<file path="config.mk">
export PLATFORM = sky130hd
export DESIGN_NAME = ntt_job_sched
export DESIGN_NICKNAME = d
export VERILOG_FILES = /design/src/rtl/ntt_job_sched.sv
export SDC_FILE = /design/constraint.sdc
export NUM_CORES = 1
export LEC_CHECK = 0
export BUFFER_PORTS_ARGS = -buffer_cell sky130_fd_sc_hd__buf_2
export CAP_MARGIN = 20
export CORE_ASPECT_RATIO = 2
export CORE_MARGIN = 2
export CORE_UTILIZATION = 57
export DETAILED_ROUTE_END_ITERATION = 6
export MAX_ROUTING_LAYER = met4
export PLACE_DENSITY_LB_ADDON = 0.15
export SYNTH_ARGS = -nofsm -noshare
export SYNTH_HDL_FRONTEND = slang
export SYNTH_SLANG_ARGS = --single-unit
</file>
<file path="constraint.sdc">
create_clock -name clk -period 2.6 [get_ports clk]
set_input_delay 0.52 -clock clk [delete_from_list [all_inputs] [get_ports clk]]
set_output_delay 0.52 -clock clk [all_outputs]
set_load 0.02 [all_outputs]
</file>
<file path="src/rtl/ntt_job_sched.sv">
// Round-robin scheduler that shares one NTT and one INTT engine between two requesters.
// It sequences pair reads into the active engine, collects its output strobes and flags completion or timeout.
module ntt_job_sched #(
   parameter int N_PAIRS = 128,
   parameter int ADDR_W  = 7,
   parameter int TIMEOUT = 1024
) (
   input  logic              clk,
   input  logic              rst,
   input  logic [1:0]        req,
   output logic [1:0]        ack,
   output logic [1:0]        done,
   output logic              busy,
   output logic              err,
   input  logic              stall,
   output logic              rd_en,
   output logic [ADDR_W-1:0] rd_addr,
   output logic              ntt_in_en,
   output logic              intt_in_en,
   input  logic              ntt_out_en,
   input  logic              intt_out_en,
   output logic              wr_en,
   output logic [ADDR_W-1:0] wr_addr
);

   typedef enum logic [1:0] {IDLE, ISSUE, DRAIN, DONE} state_t;

   localparam logic [ADDR_W-1:0] LAST_PAIR = ADDR_W'(N_PAIRS - 1);
   localparam logic [15:0]       TMO       = 16'(TIMEOUT);

   state_t            state_q, state_d;
   logic              sel_q, sel_d;
   logic              last_q, last_d;
   logic [ADDR_W-1:0] issue_cnt_q, issue_cnt_d;
   logic [ADDR_W-1:0] out_cnt_q, out_cnt_d;
   logic [15:0]       idle_cnt_q, idle_cnt_d;
   logic [1:0]        ack_q, ack_d;
   logic [1:0]        done_q, done_d;
   logic              busy_q, busy_d;
   logic              err_q, err_d;
   logic              ntt_in_en_q, ntt_in_en_d;
   logic              intt_in_en_q, intt_in_en_d;

   logic act_out, stray_out, job_live, accept, err_set, grant;

   // Strobes are only meaningful while a job owns an engine; anything else is flagged and dropped.
   assign job_live  = (state_q == ISSUE) || (state_q == DRAIN);
   assign act_out   = sel_q ? intt_out_en : ntt_out_en;
   assign stray_out = sel_q ? ntt_out_en : intt_out_en;
   assign accept    = job_live && act_out;
   assign err_set   = stray_out || (!job_live && (ntt_out_en || intt_out_en));

   assign rd_en      = (state_q == ISSUE) && !stall;
   assign rd_addr    = issue_cnt_q;
   assign wr_en      = accept;
   assign wr_addr    = out_cnt_q;
   assign ack        = ack_q;
   assign done       = done_q;
   assign busy       = busy_q;
   assign err        = err_q;
   assign ntt_in_en  = ntt_in_en_q;
   assign intt_in_en = intt_in_en_q;

   always_comb begin
      // NOTE: every variable gets a default here so no path can leave it unassigned and infer a latch.
      state_d      = state_q;
      sel_d        = sel_q;
      last_d       = last_q;
      issue_cnt_d  = issue_cnt_q;
      out_cnt_d    = out_cnt_q;
      idle_cnt_d   = idle_cnt_q;
      ack_d        = 2'b00;
      done_d       = 2'b00;
      err_d        = err_q || err_set;
      grant        = 1'b0;
      ntt_in_en_d  = rd_en && !sel_q;
      intt_in_en_d = rd_en && sel_q;

      if (accept) out_cnt_d = out_cnt_q + 1'b1;

      unique case (state_q)
         IDLE: begin
            if (req != 2'b00) begin
               grant       = (req == 2'b11) ? !last_q : req[1];
               state_d     = ISSUE;
               sel_d       = grant;
               last_d      = grant;
               ack_d       = grant ? 2'b10 : 2'b01;
               issue_cnt_d = '0;
               out_cnt_d   = '0;
               idle_cnt_d  = '0;
            end
         end
         ISSUE: begin
            idle_cnt_d = '0;
            if (rd_en) begin
               issue_cnt_d = issue_cnt_q + 1'b1;
               if (issue_cnt_q == LAST_PAIR) state_d = DRAIN;
            end
         end
         DRAIN: begin
            if (accept) begin
               idle_cnt_d = '0;
            end else begin
               idle_cnt_d = idle_cnt_q + 16'd1;
               if (idle_cnt_d == TMO) begin
                  state_d = IDLE;
                  err_d   = 1'b1;
               end
            end
         end
         DONE:    state_d = IDLE;
         default: state_d = IDLE;
      endcase

      // The final accepted strobe wins over any timeout or issue transition in the same cycle.
      if (accept && (out_cnt_q == LAST_PAIR)) begin
         state_d = DONE;
         done_d  = sel_q ? 2'b10 : 2'b01;
      end

      busy_d = (state_d != IDLE);
   end

   always_ff @(posedge clk or negedge rst) begin
      if (!rst) begin
         state_q      <= IDLE;
         sel_q        <= 1'b0;
         last_q       <= 1'b1;
         issue_cnt_q  <= '0;
         out_cnt_q    <= '0;
         idle_cnt_q   <= '0;
         ack_q        <= 2'b00;
         done_q       <= 2'b00;
         busy_q       <= 1'b0;
         err_q        <= 1'b0;
         ntt_in_en_q  <= 1'b0;
         intt_in_en_q <= 1'b0;
      end else begin
         // NOTE: non-blocking updates so every flop samples the values from before this edge.
         state_q      <= state_d;
         sel_q        <= sel_d;
         last_q       <= last_d;
         issue_cnt_q  <= issue_cnt_d;
         out_cnt_q    <= out_cnt_d;
         idle_cnt_q   <= idle_cnt_d;
         ack_q        <= ack_d;
         done_q       <= done_d;
         busy_q       <= busy_d;
         err_q        <= err_d;
         ntt_in_en_q  <= ntt_in_en_d;
         intt_in_en_q <= intt_in_en_d;
      end
   end

endmodule
</file>
-- Word-level counts from Yosys, hierarchy flattened
Cells that the tools add are included.
- shift operators: 0
- eq/ne operators: 9
- add/subtract/negate cells: 3
- div/mod/pow operators: 0
- $lt $le $gt $ge: 0
- reductions and logical operators: 22
- multiplexer cells: 27
- bitwise operators: 0
- multiply operators: 0
- operators with widths (operator ; count):
    16-bit case mux with 3 select lines ; 1
    7-bit 2-to-1 mux ; 5
    16-bit 2-to-1 mux ; 2
    2-bit 2-to-1 mux ; 11
    16-bit by 1-bit adder with 16-bit output (second input constant) ; 1
    16-bit by 11-bit == test with 1-bit output (second input constant) ; 1
    7-bit by 1-bit adder with 7-bit output (second input constant) ; 2
    7-bit == test (second input constant) ; 2
    7-bit case mux with 2 select lines ; 1
    2-bit case mux with 4 select lines ; 1
    2-bit == test (second input constant) ; 3
    1-bit logical AND ; 6
    1-bit 2-to-1 mux ; 6
    2-bit nonzero test ; 3
    1-bit zero test ; 4
    1-bit logical OR ; 4
    2-bit inequality test (second input constant) ; 2
    2-bit AND reduction ; 2
    3-bit AND reduction ; 1
    3-bit nonzero test ; 1
    2-bit by 1-bit == test with 1-bit output (second input constant) ; 1
    2-bit zero test ; 1
- memory bits (writable): 0
- memories: 0
- bits in latches: 0
- memory bits (read-only): 0
- output and inout bits: 24
- flip-flop bits (word level): 42

-- Logic depth before layout (Yosys ltp)
Gate-level depths: netlist of run 1.
- depth in word-level cells: 9
- mapped depth: 8

-- Least setup slack after synthesis of run 1
No wires, ideal clock.
- path kind: register to register
- from: register state_q[1]
- to: register err_q, in the netlist err
- required time: 2480 ps
- stages on the path, launching flop included: 8
- setup slack: 614 ps
- buffers on the path: 0
- arrival time: 1866 ps
- cell sequence: dfrtp_1 inv_1 ha_1 inv_1 nor2_1 a311oi_1 and4_4 a31o_1
- elaborated cells on any way between the ends: 11
- those cells by class: eq/ne: 2; mux: 3; reduce/logical: 6
- RTL lines (what ; RTL line ; text):
    start: declaration ; 31 ; state_t state_q, state_d;
    start signal: assignment ; 141 ; state_q <= state_d;
    2-bit by 1-bit == test with 1-bit output / 2-bit == test (equally long branches) ; 47 ; assign job_live = (state_q == ISSUE) || (state_q == DRAIN);
    1-bit logical OR (*) ; 47 ;
    1-bit logical AND (*) ; 50 ; assign accept = job_live && act_out;
    named net wr_en ; 22 ; output logic wr_en,
    1-bit 2-to-1 mux (*) ; 102 ; if (accept) begin
    1-bit 2-to-1 mux (*) ; 81 ; unique case (state_q)
    named net err_d ; 40 ; logic err_q, err_d;
    end signal: assignment ; 150 ; err_q <= err_d;
    end: declaration ; 40 ;
The timed path passes the listed nets; every way through them passes the cells marked *.
A chain may end at the register's enable or synchronous reset.

-- Worst setup path in the final report of run 1
- from: register state_q[1]
- to: output port wr_en
- longest elaborated chain between the ends: 3
- elaborated cells on any way between the ends: 4
- those cells by class: eq/ne: 2; reduce/logical: 2
- RTL lines (what ; RTL line):
    2-bit by 1-bit == test with 1-bit output / 2-bit == test (equally long branches) ; 47
    1-bit logical OR (*) ; 47
    1-bit logical AND (*) ; 50
    end: declaration ; 22
Every way passes the cells marked *; elsewhere a longest branch is shown, timed or not.

==> impl_metrics.csv, run 1 <==
group,metric,value,unit
outcome,outcome,"completed",
power,power_density,765,nW/um^2
die,chipHeight,96.1,um
synth,synth_edf_count,0,
placement,hpwlAfterDp,4120,um
clocking,clk_pin_slew,0.08,ns
synth,synthTopCellsByArea,"dfrtp_1 42%, o21ai_0 6.4%, nor2_1 5.6%",
synth,syn-num-nets,293,
finish,antenna_cells,0,
global_routing,grt_pass1_wl,9320,um
synth,netlist_area,2410,um^2
synth,postSynthAreaPerCell,8.66,um^2
sta,fin_tns_setup,0,ns
finish,fillers,365,
clocking,hold_buffers,0,
die,die_w,50.0,um
power,p_clk_share,24.3,%
sta,skew,0.00971,ns
clocking,insertion_delay,0.29,ns
sta,timing.hold.ws,0.365,ns
sta,layout_setup_ws,0.171,ns
global_routing,grt_usage,26.1,%
clocking,cts_root_buffer,"clkbuf_8",
routing,wl,5560,um
power,p_comb_share,35.5,%
routing,viasPerCell,5.88,
sta,maxSlewViolCount,0,
clocking,clockBufferDepth,2,
synth,yosysUniqueCellTypes,49,
global_routing,top_usage_layer,"met2",
sta,finalCritPeriodShare,93.4,%
routing,drtAntennaViolNets,0,
global_routing,grt_util_met2,48.1,%
clocking,post-cts-setup-buffers,0,
die,core_area,4090,um^2
worst_setup_path,slowest_stage,"nor2_1",
global_routing,grt_pass1_vias,2129,
sta,rsz0062_at_grt,"false",
routing,drt_iter0_markers,44,
sta,finalHoldViolCount,0,
placement,gp_congestion,0.871,
finish,synthToLayoutAreaGrowth,13.2,%
die,die-area,4800,um^2
clocking,clock_sinks,42,
routing,drtPass1Iterations,4,
synth,ys.flop_type,"dfrtp_1",
worst_setup_path,crit_top_cell,"inv_1",
sta,min_period,2.43,ns
synth,synthTopCellsByCount,"41 x dfrtp_1, 36 x nor2_1, 31 x o21ai_0, 28 x nand2_1",
placement,dpl_worst_slack,0.521,ns
global_routing,gr-total-overflow,0,
power,intPower,0.00129,W
sta,maxSlewHeadroom,37.7,%
routing,vias,2135,
worst_setup_path,crit_chain,"inv_1 -> ha_1 -> inv_1 -> nor2_1 -> buf_2",
worst_setup_path,critPathKind,"reg2out",
global_routing,grtUsageMet3,2.95,%
worst_setup_path,endpoint_kind,"primary output",
routing,wire_per_inst,15.3,um
die,io_pins,31,
power,peakVddDrop,0.590,mV
synth,ys_ff_latch,42,
clocking,cts_tree,"yes",
power,leakagePower,1.24,nW
worst_hold_path,hp-class,"in2async",
worst_setup_path,cp.arrival,1.91,ns
synth,synth_top_area_share,42.5,%
synth,syn_inst,279,
placement,io_buffers,30,
job,drv_cap,0,
worst_setup_path,crit_path_start_kind,"flip-flop",
global_routing,antenna_found_initial,0,
clocking,cts_buffers,5,
die,start_util,59.1,%
synth,yosys_warnings,0,
clocking,cts_resized,0,
finish,drive_above_1_share,17.7,%
clocking,htree_levels,2,
synth,async_flop_share,100,%
sta,tightest_slew,0.934,ns
worst_setup_path,required,2.08,ns
routing,drc,0,
power,p_sw,0.000806,W
global_routing,gr-usage-met1,25.1,%
finish,fin_nets,324,
die,rows,33,
power,seq_power_share,40.2,%
worst_setup_path,slowest_delay,0.40,ns
power,swShare,38.5,%
sta,setup_viol,0,
worst_setup_path,crit_fanout,7,
synth,seq_area_frac_synth,43.6,%
global_routing,grt_max_degree,43,
synth,post-synth-top-count-cell,"dfrtp_1",
synth,yosys.area.top_type,"dfrtp_1",
sta,timing.fmax,412,MHz
finish,fin_util,66.9,%
-- cell families (layout without fill, tap and decap cells) --
logic type      after synthesis  count (layout)  synth area share, %
compound gates               73              73                 18.8
xor+xnor                     12              12                 4.35
mux                           1               1                0.415
fa+ha+maj                     7               7                 3.63
flops                        42              42                 43.6
buf+inv                      20              52                 3.37
simple gates                124             124                 25.9
-- metrics by stage --
| step | total power, W | instances | cell area, um^2 |
|---|---|---|---|
| finish | 0.00209 | 363 | 2730 |
| global route | 0.00223 | 363 | 2730 |
| CTS | 0.00211 | 363 | 2730 |
| detailed placement | 0.00160 | 355 | 2620 |
| global placement | 0.00158 | 355 | 2620 |
| floorplan | 0.00136 | 279 | 2410 |
-- worst max-delay path, delay by kind of cell (launching register included) --
kind                     cells  cell delay (ns)
adder cells (fa/ha/maj)      1             0.37
buffers and inverters        3             0.45
AND/OR/NAND/NOR              1             0.40
flip-flops                   1             0.39
-- path summary, 6_finish.rpt --
kind                                      start                endpoint  slack [ns]  cells after the start
max                        state_q[1]$_DFF_PN0_                   wr_en        0.17                      5
min                                         rst    wr_addr[2]$_DFF_PN0_        0.36                      1
max reg2reg                state_q[0]$_DFF_PN0_  rd_addr[5]$_DFFE_PN0P_        0.52                      8
min reg2reg                  last_q$_DFFE_PN1P_      last_q$_DFFE_PN1P_        0.52                      2
max in group asynchronous                   rst        ack[0]$_DFF_PN0_        1.66                      1
min in group clk                         req[1]        ack[0]$_DFF_PN0_        0.49                      2
-- state kept, by name (all words and copies together), names as in the netlist --
register,flops
ack,2
wr_addr,7
ntt_in_en,1
err,1
rd_addr,7
state_q,2
sel_q,1
intt_in_en,1
done,2
last_q,1
busy,1
idle_cnt_q,16
-- cell usage in the layout (no fill, tap or decap), drive strengths merged, types with 5 or more instances in the layout --
cell	n
a21oi	10
a31oi	5
and2	5
buf	36
clkbuf	6
dfrtp	41
ha	7
inv	8
nand2	28
nand3	10
nand4	9
nor2	37
nor3	11
nor4	6
o21ai	35
o31ai	6
xnor2	7
xor2	5
-- power groups by stage --
stage	clock, W	combinational, W	sequential (W)
global placement	0	0.000734	0.000847
CTS	0.000522	0.000748	0.000840
global route	0.000548	0.000833	0.000851
detailed placement	0	0.000743	0.000854
floorplan	0	0.000462	0.000900
finish	0.000509	0.000743	0.000840
-- layout make-up --
type | count | area [um^2] | area share (%)
clock buffers | 6 | 72.6 | 2.65
clock inverters | 2 | 37.5 | 1.37
inverters | 8 | 30.0 | 1.10
multi-input cells | 217 | 1280 | 46.9
flip-flops and latches | 42 | 1050 | 38.5
well taps | 52 | 65.1 | 2.38
repair buffers | 36 | 195 | 7.14
-- layer usage --
metal	routed length [um]	vias to the layer above
met5	0	-
met4	210	0
met3	147	15
met2	3100	48
met1	2100	999
li1	-	1073
(Power assumes the default switching activity.)
==> run 2, diff against run 1 <==
--- a/config.mk
+++ b/config.mk
@@ -9,7 +9,7 @@
 export CAP_MARGIN = 20
 export CORE_ASPECT_RATIO = 2
 export CORE_MARGIN = 2
-export CORE_UTILIZATION = 57
+export CORE_UTILIZATION = 30
 export DETAILED_ROUTE_END_ITERATION = 6
 export MAX_ROUTING_LAYER = met4
 export PLACE_DENSITY_LB_ADDON = 0.15
==> impl_metrics.csv, run 2 (synthesized netlist as in run 1, its figures left out) <==
group,metric,value,unit
placement,gp_congestion,0.836,
sta,finalHoldViolCount,0,
worst_setup_path,cp.arrival,1.94,ns
worst_setup_path,crit_path_start_kind,"flip-flop",
sta,timing.hold.ws,0.143,ns
worst_setup_path,cp_top_family,"buffers and inverters",
worst_setup_path,crit_top_cell,"inv_1",
routing,viasPerCell,5.29,
sta,tightest_slew,0.593,ns
sta,layout_setup_ws,0.137,ns
clocking,insertion_delay,0.29,ns
routing,drc,0,
clocking,clock_sinks,42,
clocking,cts_buffers,5,
clocking,htree_levels,2,
worst_setup_path,crit_start,"state_q[0]$_DFF_PN0_",
die,rows,46,
clocking,clockBufferDepth,2,
finish,final_common_cell,"dfrtp_1",
power,peakVddDrop,0.262,mV
power,p_comb_share,34.8,%
sta,maxSlewHeadroom,60.1,%
power,intPower,0.00140,W
sta,rsz0062_at_grt,"false",
clocking,hold_buffers,0,
global_routing,grt_pass1_vias,2104,
worst_setup_path,critPathKind,"reg2out",
clocking,post-cts-setup-buffers,0,
finish,final_cell_mix,"41 x dfrtp_1, 36 x nor2_1, 31 x o21ai_0",
routing,wl,6440,um
outcome,outcome,"completed",
placement,io_buffers,30,
sta,finalCritPeriodShare,94.7,%
finish,antenna_cells,0,
power,swShare,37.8,%
sta,setup_viol,0,
worst_setup_path,slowest_stage,"nor2_1",
clocking,cts_tree,"yes",
global_routing,antenna_found_initial,0,
placement,dpl_worst_slack,0.429,ns
worst_setup_path,cp-endpoint,"wr_en",
worst_setup_path,worstRegToRegCells,8,
placement,hpwlAfterDp,5010,um
routing,drt_iter0_markers,114,
worst_setup_path,crit_buf_inv,3,
die,die-area,8830,um^2
finish,synthToLayoutAreaGrowth,18.0,%
sta,fin_tns_setup,0,ns
die,chipHeight,131,um
power,leakagePower,1.28,nW
sta,min_period,2.46,ns
power,p_sw,0.000852,W
die,core_area,7890,um^2
power,power_density,791,nW/um^2
global_routing,gr-total-overflow,0,
worst_setup_path,required,2.08,ns
die,io_pins,31,
worst_setup_path,r2r_slack,0.47,ns
power,p_clk_share,28.0,%
finish,largest_reg_flops,16,
clocking,clk_pin_slew,0.06,ns
worst_setup_path,rr_endpoint,"rd_addr[5]$_DFFE_PN0P_",
sta,skew,0.00705,ns
finish,drive_above_1_share,18.5,%
routing,drtAntennaViolNets,0,
global_routing,grt_usage,16.3,%
sta,maxSlewViolCount,0,
worst_setup_path,endpoint_kind,"primary output",
sta,timing.fmax,406,MHz
routing,drtPass1Iterations,4,
global_routing,grt_max_degree,28,
worst_setup_path,path_depth,5,
die,die_w,67.4,um
job,drv_cap,0,
clocking,cts_resized,0,
worst_setup_path,crit_fanout,7,
worst_setup_path,crit_chain,"inv_1 -> ha_1 -> inv_1 -> nor2_1 -> buf_2",
clocking,cts_root_buffer,"clkbuf_16",
routing,wire_per_inst,15.7,um
global_routing,grt_pass1_wl,10300,um
worst_hold_path,hp-class,"in2async",
finish,regMostFlops,"idle_cnt_q",
worst_setup_path,slowest_delay,0.42,ns
power,seq_power_share,37.2,%
worst_setup_path,rr_startpoint,"state_q[0]$_DFF_PN0_",
finish,fin_nets,327,
die,start_util,30.6,%
routing,vias,2170,
-- run 2: power by group through the flow --
stage | clock [W] | sequential (W) | combinational [W]
finish | 0.000631 | 0.000838 | 0.000784
global route | 0.000693 | 0.000849 | 0.000872
CTS | 0.000657 | 0.000838 | 0.000799
detailed placement | 0 | 0.000850 | 0.000797
global placement | 0 | 0.000848 | 0.000800
floorplan | 0 | 0.000900 | 0.000462
-- run 2: area by class of cell --
type / count / area (um^2)
fill: 823 / 5040
tap: 96 / 120
clock buffer: 7 / 143
clock inverter: 1 / 5.00
multi-input combinational: 217 / 1280
sequential: 42 / 1050
inverter: 8 / 30.0
timing repair buffer: 39 / 218
-- run 2: how the worst min path moves through the flow --
stage,endpoint,start,cells after the start
2_1_floorplan,ack[0]$_DFF_PN0_,rst,0
3_3_place_gp,wr_addr[6]$_DFF_PN0_,rst,1
3_5_place_dp,wr_addr[6]$_DFF_PN0_,rst,1
6_report,wr_addr[6]$_DFF_PN0_,rst,1
5_1_grt,rd_addr[3]$_DFFE_PN0P_,rst,1
4_1_cts,rd_addr[4]$_DFFE_PN0P_,rst,1
-- run 2: layer usage --
| metal | vias to the layer above | track usage [%] | share of wire [%] |
|---|---|---|---|
| li1 | 1081 | - | - |
| met2 | 35 | 32.3 | 61 |
| met3 | 9 | 2.57 | 2.4 |
| met4 | 0 | 7.56 | 2.7 |
| met5 | - | - | 0 |
| met1 | 1045 | 14.2 | 34 |
-- run 2: stage by stage --
step                util (%)  cells  power (W)  instance area [um^2]
floorplan                  -    279    0.00136                  2410
global placement        34.3    402    0.00165                  2700
detailed placement      34.3    402    0.00165                  2700
CTS                     36.1    410    0.00229                  2850
global route            36.1    410    0.00241                  2850
finish                  36.1    410    0.00225                  2850
==> run 3, diff against run 2 <==
--- a/config.mk
+++ b/config.mk
@@ -7,8 +7,10 @@
 export LEC_CHECK = 0
 export BUFFER_PORTS_ARGS = -buffer_cell sky130_fd_sc_hd__buf_2
 export CAP_MARGIN = 20
+export CELL_PAD_IN_SITES_DETAIL_PLACEMENT = 0
+export CELL_PAD_IN_SITES_GLOBAL_PLACEMENT = 2
 export CORE_ASPECT_RATIO = 2
-export CORE_MARGIN = 2
+export CORE_MARGIN = 5
 export CORE_UTILIZATION = 30
 export DETAILED_ROUTE_END_ITERATION = 6
 export MAX_ROUTING_LAYER = met4
==> impl_metrics.csv, run 3 (synthesized netlist as in run 1, its figures left out) <==
group,metric,value,unit
placement,hpwlAfterDp,5180,um
power,peakVddDrop,0.473,mV
die,die_w,73.4,um
power,leakagePower,1.32,nW
finish,antenna_cells,0,
finish,drive_above_1_share,19.6,%
global_routing,grt_max_degree,43,
worst_setup_path,crit_chain,"inv_1 -> ha_1 -> nand4_1 -> nor3_1 -> a221o_1 -> nor4_1 -> a31oi_1",
finish,synthToLayoutAreaGrowth,21.6,%
routing,drtPass1Iterations,4,
worst_setup_path,cp.arrival,2.41,ns
worst_setup_path,required,2.80,ns
clocking,clk_pin_slew,0.06,ns
power,power_density,853,nW/um^2
placement,io_buffers,30,
global_routing,grt_usage,14.9,%
worst_setup_path,critPathKind,"reg2reg",
die,io_pins,31,
clocking,hold_buffers,0,
sta,finalCritPeriodShare,85.0,%
worst_setup_path,rr_endpoint,"busy$_DFF_PN0_",
finish,seq_area,1050,um^2
worst_setup_path,slowest_delay,0.59,ns
worst_setup_path,cp-endpoint,"busy$_DFF_PN0_",
clocking,cts_buffers,5,
worst_setup_path,slowest_stage,"nor3_1",
placement,gp_congestion,0.793,
routing,drc,0,
finish,multi_input_area,1280,um^2
finish,largest_reg_flops,16,
global_routing,gr-total-overflow,0,
sta,timing.hold.ws,0.191,ns
worst_setup_path,cp_top_family,"simple AND/OR/NAND/NOR gates",
clocking,htree_levels,2,
die,core_area,7890,um^2
worst_setup_path,path_depth,7,
finish,fin_nets,330,
worst_setup_path,worstRegToRegCells,7,
placement,dp_cells,405,
sta,timing.fmax,453,MHz
die,start_util,30.6,%
outcome,outcome,"completed",
job,drv_cap,0,
routing,vias,2191,
worst_setup_path,r2r_slack,0.39,ns
worst_setup_path,endpoint_kind,"flip-flop",
die,die-area,10100,um^2
routing,drtAntennaViolNets,0,
global_routing,grt_pass1_vias,2128,
global_routing,grt_pass1_wl,11000,um
sta,setup_viol,0,
sta,maxSlewViolCount,0,
clocking,insertion_delay,0.29,ns
finish,regMostFlops,"idle_cnt_q",
die,rows,46,
routing,viasPerCell,5.31,
clocking,cts_resized,0,
global_routing,antenna_found_initial,0,
worst_setup_path,crit_path_start_kind,"flip-flop",
power,p_total,0.00250,W
finish,fin_cells,413,
sta,layout_setup_ws,0.391,ns
finish,final_cell_mix,"41 x dfrtp_1, 36 x nor2_1, 31 x o21ai_0",
sta,min_period,2.21,ns
sta,maxSlewHeadroom,54.8,%
clocking,post-cts-setup-buffers,0,
routing,drt_iter0_markers,95,
worst_setup_path,rr_startpoint,"state_q[0]$_DFF_PN0_",
worst_setup_path,crit_start,"state_q[0]$_DFF_PN0_",
sta,finalHoldViolCount,0,
finish,fillers,840,
clocking,clockBufferDepth,2,
routing,wl,6850,um
sta,rsz0062_at_grt,"false",
clocking,clock_sinks,42,
worst_setup_path,crit_fanout,5,
worst_hold_path,hp-class,"in2async",
placement,dpl_worst_slack,0.325,ns
die,chipHeight,137,um
clocking,cts_tree,"yes",
sta,skew,0.00657,ns
routing,wire_per_inst,16.6,um
finish,final_common_cell,"dfrtp_1",
worst_setup_path,crit_buf_inv,1,
clocking,cts_root_buffer,"clkbuf_16",
sta,fin_tns_setup,0,ns
sta,tightest_slew,0.672,ns
## run 3: cell types whose count changed in the layout (fill, tap and decap cells not counted)
cell       change
buf_12         +1
bufinv_16      +2
clkbuf_1       -1
clkinv_2       -1
buf_4          +2
## run 3: through the flow
stage | util [%] | cell area (um^2)
after detailed placement | 34.7 | 2740
after floorplan | - | 2410
after global placement | 34.7 | 2740
final | 37.2 | 2940
after global routing | 37.2 | 2940
after CTS | 37.2 | 2940
## run 3: area by class of cell
type | count | share of cell area [%]
Clock inverter | 2 | 2.05
Tap cell | 96 | 4.09
Timing Repair Buffer | 42 | 8.61
Clock buffer | 6 | 4.73
Sequential cell | 42 | 35.8
Multi-Input combinational cell | 217 | 43.6
Inverter | 8 | 1.02
## run 3: worst min path at each step
stage | end | cells after the start | start
after floorplan | ack[0]$_DFF_PN0_ | 0 | rst
after global routing | wr_addr[6]$_DFF_PN0_ | 2 | rst
after CTS | wr_addr[6]$_DFF_PN0_ | 2 | rst
final | wr_addr[6]$_DFF_PN0_ | 2 | rst
after detailed placement | last_q$_DFFE_PN1P_ | 2 | last_q$_DFFE_PN1P_
after global placement | last_q$_DFFE_PN1P_ | 2 | last_q$_DFFE_PN1P_
## run 3: metal layers
| layer | vias to the layer above | part of all wire [%] | GRT usage (%) |
|---|---|---|---|
| li1 | 1081 | - | - |
| met1 | 1059 | 37 | 14.9 |
| met2 | 36 | 55 | 26.8 |
| met3 | 15 | 3.4 | 2.06 |
| met4 | 0 | 3.9 | 8.06 |
| met5 | - | 0 | - |
## run 3: power by group
part	internal (W)	leakage, nW	switching, W
registers	0.000747	0.563	0.0000843
clock network	0.000577	0.0971	0.000273
logic	0.000299	0.660	0.000524
